===== config.mk =====
export PLATFORM = sky130hd
export DESIGN_NAME = rf_wb_arbiter
export DESIGN_NICKNAME = d
export VERILOG_FILES = /design/src/rtl/rf_arb_pkg.sv /design/src/rtl/rf_wb_fifo.sv /design/src/rtl/rf_wb_arbiter.sv
export SDC_FILE = /design/constraint.sdc
export NUM_CORES = 1
export LEC_CHECK = 0
export CAP_MARGIN = 25
export CORE_ASPECT_RATIO = 0.75
export CORE_MARGIN = 2
export CORE_UTILIZATION = 60
export DETAILED_ROUTE_END_ITERATION = 12
export DONT_BUFFER_PORTS = 1
export GPL_TIMING_DRIVEN = 1
export HOLD_SLACK_MARGIN = 0.06
export MAX_ROUTING_LAYER = met4
export PLACE_DENSITY = 0.76
export SLEW_MARGIN = 40
export SYNTH_ARGS = -nofsm -noshare
export SYNTH_HDL_FRONTEND = slang
export SYNTH_SLANG_ARGS = --single-unit

===== constraint.sdc =====
create_clock -name Clk -period 3.05 [get_ports Clk]
set_input_delay 0.915 -clock Clk [delete_from_list [all_inputs] [get_ports Clk]]
set_output_delay 0.915 -clock Clk [all_outputs]
set_load 0.005 [all_outputs]

===== src/rtl/rf_arb_pkg.sv =====
// Shared types and constants for the register-file write-port arbiter.
// Latency: n/a (declarations only).
// Backpressure: n/a.
package rf_arb_pkg;

   localparam int REG_AW = 5;
   localparam int REG_DW = 32;

   // One queued register-file write: destination and data.
   typedef struct packed {
      logic [REG_AW-1:0] rw;
      logic [REG_DW-1:0] data;
   } wb_entry_t;

   // Which source owns the write port in a given cycle.
   typedef enum logic [1:0] {
      GNT_IDLE = 2'd0,
      GNT_PIPE = 2'd1,
      GNT_MDU  = 2'd2
   } grant_t;

endpackage


===== src/rtl/rf_wb_fifo.sv =====
// Small circular buffer holding MDU results waiting for the write port.
// Latency: push visible at head one cycle later; no bypass.
// Backpressure: full_o refuses pushes; push when full or pop when empty is ignored.
module rf_wb_fifo
   import rf_arb_pkg::*;
#(
   parameter int DEPTH = 2
) (
   input  logic                      clk_i,
   input  logic                      rst_i,
   input  logic                      push_i,
   input  wb_entry_t                 push_entry_i,
   input  logic                      pop_i,
   output logic                      full_o,
   output logic                      empty_o,
   output wb_entry_t                 head_o,
   output logic [DEPTH-1:0]          ent_vld_o,
   output logic [DEPTH*REG_AW-1:0]   ent_rw_o
);

   localparam int PW = (DEPTH > 1) ? $clog2(DEPTH) : 1;
   localparam int CW = $clog2(DEPTH + 1);
   localparam logic [PW-1:0] LAST_PTR = PW'(DEPTH - 1);
   localparam logic [CW-1:0] FULL_CNT = CW'(DEPTH);

   wb_entry_t        mem_q [DEPTH];
   logic [DEPTH-1:0] vld_q, vld_d;
   logic [PW-1:0]    wr_q, wr_d, rd_q, rd_d;
   logic [CW-1:0]    cnt_q, cnt_d;
   logic             do_push, do_pop;

   assign full_o    = (cnt_q == FULL_CNT);
   assign empty_o   = (cnt_q == '0);
   assign do_push   = push_i && !full_o;
   assign do_pop    = pop_i && !empty_o;
   assign head_o    = mem_q[rd_q];
   assign ent_vld_o = vld_q;

   // Flatten stored destinations so the pending match can see every slot.
   always_comb begin
      ent_rw_o = '0;
      for (int i = 0; i < DEPTH; i++) begin
         ent_rw_o[i*REG_AW +: REG_AW] = mem_q[i].rw;
      end
   end

   // Pointer, occupancy and per-slot valid next state; pointers wrap at DEPTH.
   always_comb begin
      wr_d  = wr_q;
      rd_d  = rd_q;
      cnt_d = cnt_q;
      vld_d = vld_q;
      if (do_pop) begin
         vld_d[rd_q] = 1'b0;
         rd_d        = (rd_q == LAST_PTR) ? '0 : rd_q + 1'b1;
      end
      if (do_push) begin
         vld_d[wr_q] = 1'b1;
         wr_d        = (wr_q == LAST_PTR) ? '0 : wr_q + 1'b1;
      end
      case ({do_push, do_pop})
         2'b10:   cnt_d = cnt_q + 1'b1;
         2'b01:   cnt_d = cnt_q - 1'b1;
         default: cnt_d = cnt_q;
      endcase
   end

   // Control state; reset flushes everything queued.
   always_ff @(posedge clk_i) begin
      if (rst_i) begin
         wr_q  <= '0;
         rd_q  <= '0;
         cnt_q <= '0;
         vld_q <= '0;
      end else begin
         wr_q  <= wr_d;
         rd_q  <= rd_d;
         cnt_q <= cnt_d;
         vld_q <= vld_d;
      end
   end

   // Entry storage; contents only matter while the slot is marked valid.
   always_ff @(posedge clk_i) begin
      if (do_push) begin
         mem_q[wr_q] <= push_entry_i;
      end
   end

endmodule


===== src/rtl/rf_wb_arbiter.sv =====
// Shares the register-file write port between the WB stage and buffered MDU results.
// Latency: pipe write registered in 1 cycle; MDU result at least 2 cycles (push, then pop).
// Backpressure: MduReady = !full && Run; PipeStall holds WB when the MDU head has starved.
module rf_wb_arbiter
   import rf_arb_pkg::*;
#(
   parameter int DEPTH  = 2,
   parameter int STARVE = 4
) (
   input  logic              Clk,
   input  logic              Rst,
   input  logic              Run,
   input  logic              PipeWr,
   input  logic [REG_AW-1:0] PipeRw,
   input  logic [REG_DW-1:0] PipeBusW,
   input  logic              MduValid,
   input  logic [REG_AW-1:0] MduRw,
   input  logic [REG_DW-1:0] MduBusW,
   output logic              MduReady,
   output logic              PipeStall,
   input  logic [REG_AW-1:0] Rs,
   input  logic [REG_AW-1:0] Rt,
   output logic              RsPend,
   output logic              RtPend,
   output logic              RegWr,
   output logic [REG_AW-1:0] Rw,
   output logic [REG_DW-1:0] busW
);

   localparam int SW = $clog2(STARVE + 1);
   localparam logic [SW-1:0] STARVE_C = SW'(STARVE);

   logic                    fifo_full, fifo_empty, fifo_push, fifo_pop;
   wb_entry_t               fifo_head, push_entry;
   logic [DEPTH-1:0]        ent_vld;
   logic [DEPTH*REG_AW-1:0] ent_rw;
   logic                    pipe_req;
   grant_t                  grant;

   logic                    regwr_q, regwr_d;
   logic [REG_AW-1:0]       rw_q, rw_d;
   logic [REG_DW-1:0]       busw_q, busw_d;
   logic [SW-1:0]           starve_q, starve_d;

   assign pipe_req   = PipeWr && (PipeRw != '0);
   assign MduReady   = !fifo_full && Run;
   assign PipeStall  = !fifo_empty && (starve_q >= STARVE_C);
   // Writes to r0 are accepted from the MDU but never occupy a slot.
   assign fifo_push  = MduValid && MduReady && (MduRw != '0);
   assign fifo_pop   = Run && (grant == GNT_MDU);
   assign push_entry = '{rw: MduRw, data: MduBusW};

   rf_wb_fifo #(.DEPTH(DEPTH)) u_fifo (
      .clk_i        (Clk),
      .rst_i        (Rst),
      .push_i       (fifo_push),
      .push_entry_i (push_entry),
      .pop_i        (fifo_pop),
      .full_o       (fifo_full),
      .empty_o      (fifo_empty),
      .head_o       (fifo_head),
      .ent_vld_o    (ent_vld),
      .ent_rw_o     (ent_rw)
   );

   // Grant: starved MDU head beats WB, WB beats a non-starved MDU head.
   always_comb begin
      grant = GNT_IDLE;
      if (PipeStall) begin
         grant = GNT_MDU;
      end else if (pipe_req) begin
         grant = GNT_PIPE;
      end else if (!fifo_empty) begin
         grant = GNT_MDU;
      end
   end

   // Output register and starvation counter next state.
   always_comb begin
      regwr_d  = 1'b0;
      rw_d     = rw_q;
      busw_d   = busw_q;
      starve_d = starve_q;
      case (grant)
         GNT_PIPE: begin
            regwr_d = 1'b1;
            rw_d    = PipeRw;
            busw_d  = PipeBusW;
         end
         GNT_MDU: begin
            regwr_d = 1'b1;
            rw_d    = fifo_head.rw;
            busw_d  = fifo_head.data;
         end
         default: ;
      endcase
      if (fifo_empty || (grant == GNT_MDU)) begin
         starve_d = '0;
      end else if (starve_q != STARVE_C) begin
         starve_d = starve_q + 1'b1;
      end
   end

   // State registers; Run=0 freezes, Rst wins over Run.
   always_ff @(posedge Clk) begin
      if (Rst) begin
         regwr_q  <= 1'b0;
         rw_q     <= '0;
         busw_q   <= '0;
         starve_q <= '0;
      end else if (Run) begin
         regwr_q  <= regwr_d;
         rw_q     <= rw_d;
         busw_q   <= busw_d;
         starve_q <= starve_d;
      end
   end

   assign RegWr = regwr_q;
   assign Rw    = rw_q;
   assign busW  = busw_q;

   // Hazard query: queued entries plus the write sitting in the output register; r0 never pends.
   always_comb begin
      RsPend = 1'b0;
      RtPend = 1'b0;
      for (int i = 0; i < DEPTH; i++) begin
         if (ent_vld[i]) begin
            if (ent_rw[i*REG_AW +: REG_AW] == Rs) RsPend = 1'b1;
            if (ent_rw[i*REG_AW +: REG_AW] == Rt) RtPend = 1'b1;
         end
      end
      if (regwr_q && (rw_q == Rs)) RsPend = 1'b1;
      if (regwr_q && (rw_q == Rt)) RtPend = 1'b1;
      if (Rs == '0) RsPend = 1'b0;
      if (Rt == '0) RtPend = 1'b0;
   end

endmodule

==> impl_metrics.py <==
metrics = {
    "outcome": {
        "status": "finished clean",
    },
    "worst_setup_path": {
        "cp.arrival_ps": 1760,
        "r2r-end": "u_fifo.cnt_q[0]$_SDFFE_PP0P_",
        "start_kind": "register",
        "critPathCapture": "RtPend",
        "critPathRequiredTime_ps": 2130,
        "cp-startpoint": "u_fifo.mem_q[0][34]$_DFFE_PP_",
        "r2r_start": "u_fifo.cnt_q[0]$_SDFFE_PP0P_",
        "cp_slowest_cell": "edfxtp_1",
        "crit_chain": "xor2_1, nor4_1, and3_1, a31oi_1, a21oi_1",
        "endpoint_kind": "output pin",
        "rr_worst_depth": 6,
        "critPathMaxStageDelay_ps": 450,
        "path_depth": 5,
        "crit_path_max_fanout": 3,
        "r2r_slack_ps": 1000,
        "cp_num_buf_inv": 0,
        "critPathKind": "register to output pin",
        "crit_family": "flip-flops",
    },
    "detailed_routing": {
        "drc_errors": 0,
        "post_drt_wl_per_cell_um": 21.6,
        "drt-met1-wl_mm": 4.74,
        "vias": 3404,
        "totalWireLength_mm": 11.6,
        "firstDrtPassIters": 7,
        "drt_iter0_drc": 228,
        "highest_layer": "met4",
        "wl_met2_mm": 5.56,
        "wl_met3_mm": 1.10,
        "routed_via_density": 6.36,
        "ant_nets": 0,
    },
    "place": {
        "place_area_um2": 5310,
        "place_congestion": 0.903,
        "hpwl_mm": 7.62,
        "pre_cts_ws_ps": 386,
        "portBuffers": 0,
    },
    "cells_and_area": {
        "fillers": 578,
        "multi_input_area_um2": 1810,
        "postLayoutCellArea_um2": 5900,
        "final_nets": 505,
        "drive_gt1_share_pct": 12.9,
        "regArea_um2": 3180,
        "area_delta_synth_final_pct": 14.4,
        "n_antenna_cell": 0,
    },
    "synthesis": {
        "synthCells": 405,
        "yosys_register_bits": 122,
        "synthFlopType": "edfxtp_1",
        "synthesis.nets": 496,
        "post-synth-top-count-cell": "edfxtp_1",
        "seq_area_frac_synth_pct": 61.7,
        "async_flop_share_pct": 0,
        "synth_top_area_share_pct": 43.1,
        "yosys-top-cells-area": "edfxtp_1, dfxtp_1, mux2i_1, o2bb2ai_1, xor2_1",
        "synth_area_um2": 5160,
        "synth_top_area_cell": "edfxtp_1",
        "syn_avg_cell_area_um2": 12.7,
        "yosysWarnings": 0,
        "synth_cell_types": 38,
        "synth_edf_count": 74,
        "synth_common_cells": "edfxtp_1, dfxtp_1, nand3_1, mux2i_1, o2bb2ai_1",
    },
    "sta": {
        "final.setup.tns_ps": 0,
        "period_minus_slack_ps": 2680,
        "layout_setup_ws_ps": 373,
        "finalSetupViolCount": 0,
        "hold_viol_final": 0,
        "relSlewSlack_pct": 57.2,
        "drv_slew": 0,
        "fmaxAchievable_mhz": 374,
        "layout_worst_path_cycle_share_pct": 87.8,
        "hold_ws_ps": 485,
        "grt_setup_unrepaired": "false",
        "worstMarginPinSlew_ps": 642,
        "skew_ps": 9.45,
    },
    "power_and_ir_drop": {
        "p_leak_nw": 1.95,
        "switching_share_pct": 23.9,
        "power_switching_mw": 0.994,
        "total_power_mw": 4.16,
        "seq_power_share_pct": 45.6,
        "clockPowerShare_pct": 47.7,
        "vdd_drop_max_mv": 0.529,
        "power_frac_comb_pct": 6.8,
        "power.density_nw_per_um2": 705,
        "intPower_mw": 3.17,
    },
    "cts": {
        "cts_tree": "done",
        "cts_buffers": 17,
        "root_buffer": "clkbuf_16",
        "insertion_delay_ps": 410,
        "clock_path_buffers": 2,
        "post_cts_resized": 0,
        "cts.clk_slew.worst_paths_ps": 60,
        "cts_max_level": 4,
        "cts_hold_buffers": 0,
        "cts_setup_buffers": 0,
        "clock_sinks": 122,
    },
    "grt": {
        "gr-total-overflow": 0,
        "grt_usage_pct": 26.4,
        "antenna_found_initial": 0,
        "grt_max_degree": 31,
        "grt_pass1_wl_mm": 18.3,
        "first_global_vias": 3526,
    },
    "floorplan": {
        "die_w_um": 111,
        "io_pins": 131,
        "fp.dieH_um": 84.3,
        "core_area_um2": 8420,
        "die-area_um2": 9370,
        "initial_core_util_pct": 61.3,
        "num_rows": 29,
    },
    "min_path": {
        "hold_class": "register to register",
    },
    "job": {
        "cap_violations": 0,
    },
}
-- flip-flops by register name, summed over array words and instances (netlist names), named ones only --
signal	flops
RegWr	1
Rw	5
busW	32
starve_q	3
u_fifo.cnt_q	2
u_fifo.ent_vld_o	2
u_fifo.mem_q	74
u_fifo.rd_q	1
u_fifo.wr_q	1
-- metrics by stage --
| step | std cells | utilization, % |
|---|---|---|
| 2_1_floorplan | 405 | - |
| 3_3_place_gp | 503 | 63.1 |
| 3_5_place_dp | 503 | 63.1 |
| 4_1_cts | 535 | 70.1 |
| 5_1_grt | 535 | 70.1 |
| 6_report | 535 | 70.1 |
-- worst min-delay path, cell delays in order (launching register included) --
cell and delay [ps]:
dfxtp_1 310, o21ai_0 70, a21oi_1 60
-- power by group through the flow --
stage                     logic [mW]  clock network [mW]  registers [mW]
after global routing           0.310                2.08            1.90
after global placement         0.267                   0            1.93
after floorplan                0.223                   0            1.91
final                          0.282                1.98            1.90
after CTS                      0.280                2.00            1.90
after detailed placement       0.277                   0            1.93
-- layer usage --
metal / GRT usage (%) / up-vias
li1: - / 1558
met2: 41.3 / 155
met5: - / -
met4: 10.5 / 0
met3: 10.4 / 18
met1: 31.1 / 1673
-- how the worst min path moves through the flow --
stage	start	cells after the start	to	slack [ps]
CTS	u_fifo.wr_q$_SDFFE_PP0N_	2	u_fifo.wr_q$_SDFFE_PP0N_	480
detailed placement	busW[3]$_SDFFE_PP0P_	1	busW[3]$_SDFFE_PP0P_	480
finish	u_fifo.wr_q$_SDFFE_PP0N_	2	u_fifo.wr_q$_SDFFE_PP0N_	490
global placement	u_fifo.wr_q$_SDFFE_PP0N_	2	u_fifo.wr_q$_SDFFE_PP0N_	460
global route	busW[13]$_SDFFE_PP0P_	1	busW[13]$_SDFFE_PP0P_	500
floorplan	busW[0]$_SDFFE_PP0P_	1	busW[0]$_SDFFE_PP0P_	460
-- cells in the final DEF (no fill, tap or decap), types with 2 or more instances in the layout --
cell type    n
edfxtp_1    74
dfxtp_1     47
nand3_1     41
mux2i_1     38
o2bb2ai_1   37
o21ai_0     27
xor2_1      24
clkbuf_16   17
o21ai_1     15
nor2_1      14
buf_4       11
inv_1       10
xnor2_1     10
a21oi_1      8
nor4_1       6
inv_6        4
clkinvlp_4   4
nand2_1      3
a31oi_1      3
clkinv_4     3
buf_12       3
or3_1        2
and3_1       2
or4_1        2
nor3_1       2
ha_1         2
bufinv_16    2
-- cell type report --
class | instances | share of cell area, %
repair buffers | 14 | 2.42
inverters | 10 | 0.636
well taps | 108 | 2.29
multi-input cells | 249 | 30.7
clock inverters | 14 | 2.76
clock buffers | 18 | 7.27
flip-flops and latches | 122 | 53.9
-- logic make-up after synthesis --
logic type / share of synthesized area [%]
multiplexers: 7.37
AO/OA/AOI/OAI: 13.5
flip-flops: 61.7
adder cells (fa/ha/maj): 0.485
buffers and inverters: 3.42
AND/OR/NAND/NOR: 7.83
XOR/XNOR: 5.77
(Power assumes the default switching activity.)
==> RTL change (config.mk and constraints unchanged) <==
`DEPTH` is set to 2 in 2 places; all go to 4.
--- a/src/rtl/rf_wb_fifo.sv
+++ b/src/rtl/rf_wb_fifo.sv
@@ -6,3 +6,3 @@
 #(
-   parameter int DEPTH = 2
+   parameter int DEPTH = 4
 ) (
--- a/src/rtl/rf_wb_arbiter.sv
+++ b/src/rtl/rf_wb_arbiter.sv
@@ -6,3 +6,3 @@
 #(
-   parameter int DEPTH  = 2,
+   parameter int DEPTH  = 4,
    parameter int STARVE = 4
Behaviour: not the same (a bounded check fails within 4 cycles, from zero or initial values and one cycle with Rst high).
==> RTL change against the original RTL <==
First-iteration DRC count is 70% higher; global-route usage shrank 1.6 points; sequential cell count up 80; cell area grew 59%; worst setup slack got worse by 210 ps; power rose by 46%; area after synthesis up 63%; clock power is 21% higher; routed wire length increased by 54%; largest power group is now sequential cells; highest routed layer unchanged.
==> RTL change: results (changes against the original RTL) <==
* Number of global-route vias before repair at 5125 (was 3526)
* Synthesis-stage register bit count at 202 (was 122)
* Hold path depth at 1 (was 2)
* Largest net degree at the start of global routing at 51 (was 31)
* Layout cells sized above 1 at 16.4% (was 12.9%)
* Adder-Cell Fraction of Synth Area at 1.87% (was 0.485%)
* Area occupied by multi-input gates at 2690 sq um (was 1810 sq um)
* Worst VDD drop at 0.000543 V (was 0.000529 V)
* Min Tclk post-route at 2890 ps (was 2680 ps)
* Vias/cell at 6.30 (was 6.36)
* Clock skew at 14.9 ps (was 9.45 ps)
* Clock latency at the later pin of the worst-skew pair at 500 ps (was 410 ps)
* Proportion of synthesized area in mux cells at 10.2% (was 7.37%)
* XOR/XNOR share of the synthesized area at 5.61% (was 5.77%)
* Register cell area after layout at 5530 sq um (was 3180 sq um)
* Final HPWL DP at 11900 um (was 7620 um)
* Worst Setup SP: u_fifo.mem_q[3][35] (was u_fifo.mem_q[0][34])
* Post-synthesis compound-gate area fraction at 5.58% (was 13.5%)
* Synth cell types at 31 (was 38)
* Bufs w/o clock at 24 (was 14)
* Pre-antenna DRT Iters at 5 (was 7)
* Register area share after synthesis at 65.5% (was 61.7%)
* DRT iter0 DRCs at 388 (was 228)
* Post-DR wirelength/cell at 22.7 um (was 21.6 um)
* Global-route wire length before repair at 27900 um (was 18300 um)
* Final non-clock buffer share at 2.58% (was 2.42%)
* Worst reg-to-reg path cell count at 11 (was 6)
* Top post-synthesis cells by count: 148 x edfxtp_1, 85 x nand2_1, 54 x dfxtp_1 (was 74 x edfxtp_1, 48 x dfxtp_1, 41 x nand3_1)
* Fill count at 916 (was 578)
* Final hold slack at 488 ps (was 485 ps)
* Arr. time, crit path at 1980 ps (was 1760 ps)
* Final cell count without fillers at 786 (was 535)
* Total Routing Usage GR at 24.8% (was 26.4%)
* Post-synth EDFFs at 148 (was 74)
* Sequential share of cell area at 58.8% (was 53.9%)
* H-tree lvl count at 1 (was 4)
* Status: complete, no violations (unchanged)
* Syn_nets at 695 (was 496)
* Crit path max-delay family: simple AND/OR/NAND/NOR gates (was flip-flops)
* CTS max path bufs at 3 (was 2)
* Multi-input combinational gate total at 335 (was 249)
==> RTL change: power by group through the flow <==
| stage | clock (mW) | combinational (mW) | sequential, mW |
|---|---|---|---|
| after floorplan | 0 | 0.448 | 3.19 |
| after global placement | 0 | 0.527 | 3.21 |
| after detailed placement | 0 | 0.548 | 3.22 |
| after CTS | 2.42 | 0.552 | 3.16 |
| after global routing | 2.52 | 0.609 | 3.17 |
| final | 2.39 | 0.548 | 3.16 |
==> RTL change: metal layers <==
layer	track usage [%]	routed length, um
met4	4.86	203
met5	-	0
met2	38.9	8560
met1	33.4	7370
met3	7.06	1670
==> RTL change: worst reg2reg max path: stages (launching register included) <==
cell	delay, ps
dfxtp_1	330
inv_1	100
a31oi_1	100
buf_4	160
o311a_1	180
inv_1	90
ha_2	180
inv_2	40
fa_2	330
xor2_1	160
or3_1	310
a21oi_1	110
